### src/rtl/mux_sel_arbiter_pkg.sv
// Shared types and constants for the round-robin mux select arbiter.
// Package arb_pkg: N_REQ, SEL_W, arb_state_t, sel_t, onehot helper.
package arb_pkg;

   localparam int N_REQ = 16;
   localparam int SEL_W = 4;

   typedef enum logic {
      IDLE = 1'b0,
      BUSY = 1'b1
   } arb_state_t;

   typedef logic [SEL_W-1:0] sel_t;

   function automatic logic [N_REQ-1:0] onehot(sel_t s);
      logic [N_REQ-1:0] r;
      r    = '0;
      r[s] = 1'b1;
      return r;
   endfunction

endpackage

### src/rtl/mux_sel_arbiter_rr_pick16.sv
// Circular first-set scan of a 16-bit request vector from index ptr.
// Ports: req[15:0], ptr[3:0] in; found, idx[3:0] out. Combinational.
module rr_pick16
   import arb_pkg::*;
(
   input  logic [N_REQ-1:0] req,
   input  sel_t             ptr,
   output logic             found,
   output sel_t             idx
);

   logic [2*N_REQ-1:0] dbl;
   logic [N_REQ-1:0]   rot;
   sel_t               off;

   // Rotate so that bit ptr lands at position 0; the lowest set bit
   // of the rotated vector is then the circular distance from ptr.
   assign dbl = {req, req} >> ptr;
   assign rot = dbl[N_REQ-1:0];

   always_comb begin
      found = 1'b0;
      off   = '0;
      for (int i = N_REQ-1; i >= 0; i--) begin
         if (rot[i]) begin
            found = 1'b1;
            off   = sel_t'(i);
         end
      end
   end

   assign idx = ptr + off;

endmodule

### config.mk
export PLATFORM = sky130hd
export DESIGN_NAME = rr_pick16
export DESIGN_NICKNAME = d
export VERILOG_FILES = /design/src/rtl/mux_sel_arbiter_pkg.sv /design/src/rtl/mux_sel_arbiter_rr_pick16.sv
export SDC_FILE = /design/constraint.sdc
export NUM_CORES = 1
export LEC_CHECK = 0
export BUFFER_PORTS_ARGS = -buffer_cell sky130_fd_sc_hd__buf_2
export CAP_MARGIN = 20
export CORE_MARGIN = 10
export CORE_UTILIZATION = 58
export DETAILED_ROUTE_END_ITERATION = 10
export PLACE_DENSITY = 0.94
export SETUP_SLACK_MARGIN = 0.5
export SLEW_MARGIN = 0
export SYNTH_ARGS = -nofsm -noshare
export SYNTH_HDL_FRONTEND = slang
export SYNTH_SLANG_ARGS = --single-unit
### constraint.sdc
create_clock -name vclk -period 5.3
set_clock_uncertainty 0.2 [all_clocks]
set_input_delay 0.795 -clock vclk [all_inputs]
set_output_delay 0.795 -clock vclk [all_outputs]
set_load 0.01 [all_outputs]
# == Word level (Yosys, flattened, before mapping) ==
# Index checks and enable logic that the tools add are counted.
# totals
wordCells,34
n_memories,0
inputBits,20
latchBits,0
output_inout_bits,5
ramBits,0
register_bits,0
romBits,0
# classes
shift,1
n_addsub,1
reduce_logical,0
bitwise,0
n_mul,0
n_eq_ne,0
n_lt_le_gt_ge,0
div_mod_pow,0
n_mux,32
# ops
cell,count
4-bit 2-to-1 mux,16
32-bit by 4-bit right shift with 16-bit output,1
1-bit 2-to-1 mux,16
4-bit adder,1

# == Longest topological paths before layout ==
# Gate-level depths: netlist of the first run.
# depth
word_depth,18
ltp_mapped,13

# == Worst setup path before layout of the first run ==
# Ideal clock, no wire load.
# synth_path
kind,input-to-output
startpoint,input port ptr[1]
endpoint,output port idx[3]
arrival_time_ns,3.491
setup_slack_ns,0.814
cell_stages,13
path_cell_list,buf_6 buf_12 mux4_2 mux2_4 mux2i_4 nand2_1 a211o_1 a21oi_1 ha_1 a21o_1 a21oi_1 xor2_1 xnor2_1
# synth_between
elab_chain_len,18
# synth_rtl
element,line_no,source
"start, declared",mux_sel_arbiter_rr_pick16.sv:7,"input sel_t ptr,"
32-bit by 4-bit right shift with 16-bit output,mux_sel_arbiter_rr_pick16.sv:18,"assign dbl = {req, req} >> ptr;"
4-bit 2-to-1 mux (16 in series),mux_sel_arbiter_rr_pick16.sv:25,if (rot[i]) begin
4-bit adder (*),mux_sel_arbiter_rr_pick16.sv:32,assign idx = ptr + off;
"end, declared",mux_sel_arbiter_rr_pick16.sv:9,output sel_t idx
# Mark *: on every way between the ends. The rest lies on a longest branch, timed or not.

# == Worst setup path after layout of the first run ==
# layout_path
startpoint,input port ptr[3]
endpoint,output port idx[3]
# Same word-level chain as after synthesis.

==> results of run 1 <==
-- worst max-delay path, delay by kind of cell --
family | cells | cell delay, ns
fa+ha+maj | 1 | 0.21
mux | 3 | 1.12
simple gates | 2 | 0.28
compound gates | 3 | 0.61
xor+xnor | 2 | 0.34
buf+inv | 2 | 0.33
-- routing by layer --
metal  vias to the layer above  wire length, um  GRT usage, %
met5                         -                0             0
met4                         0               68          3.59
met3                         9              211          1.16
met2                        61             1860          28.9
met1                       622             1380          17.9
li1                        579                -             -
-- metrics by stage --
stage	hold slack (ns)	std cells	power, mW	worst slack, ns
floorplan	1.54	129	0.127	0.814
global placement	2.15	174	0.159	0.236
detailed placement	2.18	174	0.167	0.146
CTS	1.93	174	0.171	0.501
global route	1.90	175	0.195	0.515
finish	1.85	175	0.180	0.625
-- area by class of cell --
class | count | area [sq um] | share of cell area, %
Inverter | 3 | 11.3 | 0.780
Multi-Input combinational cell | 117 | 1240 | 85.6
Tap cell | 28 | 35.0 | 2.43
Timing Repair Buffer | 27 | 161 | 11.2
-- cell usage after synthesis (2+ instances only) --
library cell	n
nor2b_1	2
xor2_1	2
nand2b_1	3
mux2i_1	15
inv_1	3
nor3_1	7
mux4_1	13
buf_2	4
nand3_1	2
mux2i_4	2
o21ai_0	3
a32oi_1	3
nor2_1	11
ha_1	3
nand2_1	5
mux4_2	5
mux2_2	9
clkbuf_1	3
a21oi_1	9
-- where the power goes --
group          leakage (nW)  internal (mW)  switching [mW]
Clock                     0              0               0
Combinational         0.575         0.0837          0.0964
Sequential                0              0               0
Total                 0.575         0.0837          0.0964
-- kinds of logic (layout without fill, tap and decap cells) --
logic type | count (synthesis) | count (layout) | synth area share (%)
and+or+nand+nor | 39 | 39 | 16.6
adders and majority gates | 4 | 4 | 4.36
muxes | 45 | 45 | 58.0
buffers and inverters | 12 | 30 | 5.59
xor gates and xnor gates | 3 | 3 | 1.99
AOI/OAI and AO/OA | 26 | 26 | 13.5
-- repair_timing --
| action | 4_1_cts | 5_1_grt |
|---|---|---|
| gates resized for setup | 11 | 7 |
| buffers inserted | 0 | 1 |
| gates cloned | 0 | 0 |
| hold buffers | 0 | 0 |
| hold endpoints to repair | 0 | 0 |
| endpoints found under the setup margin | 3 | 1 |
-- final timing paths --
path	startpoint	end	slack, ns	depth (start not counted)
min	ptr[1]	idx[1]	1.85	3
max	ptr[3]	idx[3]	0.62	13
==> results.sh, run 1 <==
export IMPL_fin_nets=173
export IMPL_die_w_um=67.7
export IMPL_dp_hpwl_mm=2.79
export IMPL_slowest_stage="mux4_2"
export IMPL_regArea_sq_um=0
export IMPL_drcViolationCount=0
export IMPL_nClkBuffers=0
export IMPL_grt_pass1_vias=1239
export IMPL_synth_warnings=0
export IMPL_vias=1271
export IMPL_synth_cells=129
export IMPL_grt_pass1_wl_mm=5.70
export IMPL_area_delta_synth_final_pct=9.38
export IMPL_yosysSeqAreaShare_pct=0
export IMPL_cp_arrival_ns=3.68
export IMPL_outcome="finished clean"
export IMPL_die_h_um=67.7
export IMPL_cp_cell_sequence="buf_4 > mux4_2 > mux2_2 > mux2i_4 > and2_1 > nand4_1 > a41o_1 > ha_1 > a21o_1 > a21oi_1 > xor2_1 > xnor2_1 > buf_2"
export IMPL_setup_viol=0
export IMPL_wirelength_mm=3.52
export IMPL_worst_setup_path_end_kind="output pin"
export IMPL_n_antenna_cell=0
export IMPL_synth_area_top_cells="mux4_1 26%, mux2i_1 11%, mux4_2 8.5%, mux2_2 7.7%, a21oi_1 3.4%"
export IMPL_final_cell_mix="23 x buf_2, 13 x mux4_2, 13 x mux2i_1, 11 x nor2_1, 9 x mux2_2"
export IMPL_syn_avg_cell_area_sq_um=10.2
export IMPL_grt_remaining_overflow=0
export IMPL_place_gp_congestion=0.977
export IMPL_finalMaxSlewViolations=0
export IMPL_n_sequential_cell=0
export IMPL_core_sq_um=2190
export IMPL_synth_top_area_share_pct=25.9
export IMPL_place_area_sq_um=1430
export IMPL_cp_max_fo=12
export IMPL_critPathRequiredTime_ns=4.30
export IMPL_final_common_cell="buf_2"
export IMPL_synth_area_leader_cell="mux4_1"
export IMPL_rsz0062_at_grt="false"
export IMPL_slew_headroom_pct=49.9
export IMPL_yosysUniqueCellTypes=44
export IMPL_irDropWorstVdd_uv=68.6
export IMPL_drive_above_1_share_pct=40.8
export IMPL_period_needed_ns=4.68
export IMPL_num_fill_cells=167
export IMPL_drtIter0Drc=81
export IMPL_fmax_ghz=0.214
export IMPL_setup_worst_path_start_class="input port"
export IMPL_synth_fp_nets=153
export IMPL_power_density_nw_per_um2=125
export IMPL_num_rows=17
export IMPL_fin_area_sq_um=1440
export IMPL_antenna_found_initial=0
export IMPL_via_per_inst=7.26
export IMPL_worst_pin_slew_ns=0.752
export IMPL_worstSetupPathType="input port to output pin"
export IMPL_ant_nets=0
export IMPL_groute_usage_overall_pct=15.2
export IMPL_grt_max_degree=32
export IMPL_design_die_area_sq_um=4580
export IMPL_hp_class="input port to output pin"
export IMPL_syn_area_sq_um=1320
export IMPL_maxCapViolations=0
export IMPL_cpPeakStageDelay_ns=0.59
export IMPL_ios=25
export IMPL_finalHoldViolCount=0
export IMPL_wire_per_inst_um=20.1
export IMPL_period_share_pct=88.2
export IMPL_power_leakage_nw=0.575
export IMPL_first_pass_iters=4
export IMPL_setup_tns_final_ns=0
export IMPL_start_util_pct=60.3
export IMPL_io_buffers=25
export IMPL_utilization_pct=65.9
(Power assumes the default switching activity.)
==> run 2: changes to the inputs <==
Settings changed: MAX_ROUTING_LAYER set to met4.
==> run 2 against run 1 <==
Sequential cell count stayed put. Critical path depth stayed put. Die area stayed put. Hold slack worse by 0.011 ns. Combinational power is 4% higher. Cell area is 3.3% higher. Non-clock buffer count is 4 higher. Cell count is 2.3% higher. Core utilization is 2.2 points higher. Critical path type unchanged. Critical endpoint unchanged. Highest routed layer unchanged.
==> results.sh, run 2 (synthesized netlist as in run 1, its figures left out) <==
export IMPL_finalHoldViolCount=0
export IMPL_finalPower_uw=188
export IMPL_final_cell_mix="23 x buf_2, 13 x mux4_2, 13 x mux2i_1, 11 x nor2_1, 9 x mux2_2"
export IMPL_drive_above_1_share_pct=43.7
export IMPL_ios=25
export IMPL_cpPeakStageDelay_ns=0.57
export IMPL_fmax_ghz=0.216
export IMPL_regArea_sq_um=0
export IMPL_grt_pass1_wl_mm=5.95
export IMPL_setup_tns_final_ns=0
export IMPL_n_sequential_cell=0
export IMPL_worstSetupPathType="input port to output pin"
export IMPL_grt_max_degree=32
export IMPL_irDropWorstVdd_uv=71.9
export IMPL_num_rows=17
export IMPL_crit_family="multiplexers"
export IMPL_critPathRequiredTime_ns=4.30
export IMPL_vias=1238
export IMPL_drcViolationCount=0
export IMPL_design_die_area_sq_um=4580
export IMPL_slowest_stage="mux4_2"
export IMPL_fin_nets=177
export IMPL_worst_pin_slew_ns=0.757
export IMPL_core_sq_um=2190
export IMPL_rsz0062_at_grt="false"
export IMPL_multiInputGateArea_sq_um=1240
export IMPL_cp_arrival_ns=3.63
export IMPL_nClkBuffers=0
export IMPL_cp_max_fo=20
export IMPL_power_density_nw_per_um2=126
export IMPL_start_util_pct=60.3
export IMPL_outcome="finished clean"
export IMPL_num_fill_cells=171
export IMPL_combPwrFrac_pct=100.0
export IMPL_worst_setup_path_end_kind="output pin"
export IMPL_via_per_inst=6.92
export IMPL_pwr_share_seq_pct=0
export IMPL_period_share_pct=87.2
export IMPL_finalMaxSlewViolations=0
export IMPL_hp_class="input port to output pin"
export IMPL_grt_pass1_vias=1301
export IMPL_first_pass_iters=4
export IMPL_grt_remaining_overflow=0
export IMPL_maxCapViolations=0
export IMPL_setup_worst_path_start_class="input port"
export IMPL_n_antenna_cell=0
export IMPL_io_buffers=25
export IMPL_slew_headroom_pct=49.5
export IMPL_intPower_uw=90.0
export IMPL_p_sw_uw=98.3
export IMPL_power_leakage_nw=0.600
export IMPL_p_clk_share_pct=0
export IMPL_wire_per_inst_um=19.2
export IMPL_p_sw_share_pct=52.2
export IMPL_path_buf_inv=2
export IMPL_die_w_um=67.7
export IMPL_drtIter0Drc=82
export IMPL_setup_viol=0
export IMPL_dp_hpwl_mm=2.69
export IMPL_wirelength_mm=3.43
export IMPL_antenna_found_initial=0
export IMPL_groute_usage_overall_pct=16.1
export IMPL_ant_nets=0
export IMPL_cp_cell_sequence="buf_16 > mux4_2 > mux2_2 > mux2i_4 > and2_4 > nand4_1 > a41o_1 > ha_1 > a21o_1 > a21oi_2 > xor2_1 > xnor2_1 > buf_2"
export IMPL_area_delta_synth_final_pct=13.0
export IMPL_period_needed_ns=4.62
export IMPL_die_h_um=67.7
export IMPL_final_common_cell="buf_2"
export IMPL_place_gp_congestion=0.937
-- run 2: cell type report --
type	count	area share (%)
inverter	3	0.755
multi-input combinational	117	83.3
tap	28	2.35
timing repair buffer	31	13.6
-- run 2: repair_timing --
action / 4_1_cts / 5_1_grt
pin swaps: 0 / 1
gates resized for setup: 9 / 13
setup buffers: 0 / 5
endpoints found under the setup margin: 3 / 2
hold buffers: 0 / 0
-- run 2: through the flow --
step / cell area [sq um] / hold slack, ns / instances / util [%] / worst slack [ns]
4_1_cts: 1420 / 1.93 / 174 / 64.8 / 0.506
2_1_floorplan: 1320 / 1.54 / 129 / - / 0.814
3_3_place_gp: 1430 / 2.16 / 174 / 65.0 / 0.242
5_1_grt: 1490 / 1.87 / 179 / 68.1 / 0.491
3_5_place_dp: 1430 / 2.19 / 174 / 65.0 / 0.0820
6_report: 1490 / 1.84 / 179 / 68.1 / 0.680
-- run 2: final timing paths --
check | start | to | slack [ns] | cells past startpoint
worst max-delay path | ptr[1] | idx[3] | 0.68 | 13
worst min-delay path | ptr[1] | idx[1] | 1.84 | 3
-- run 2: metal layers --
| layer | wire [um] | track usage, % | vias to the layer above |
|---|---|---|---|
| met5 | 0 | - | - |
| met3 | 181 | 1.98 | 2 |
| met1 | 1400 | 19.5 | 597 |
| met4 | 15 | 3.59 | 0 |
| met2 | 1830 | 27.6 | 56 |
| li1 | - | - | 583 |
-- run 2: power by group through the flow --
| stage | Clock [mW] | Sequential, mW | Combinational (mW) |
|---|---|---|---|
| after CTS | 0 | 0 | 0.171 |
| final | 0 | 0 | 0.188 |
| after global placement | 0 | 0 | 0.160 |
| after global routing | 0 | 0 | 0.205 |
| after detailed placement | 0 | 0 | 0.168 |
| after floorplan | 0 | 0 | 0.127 |
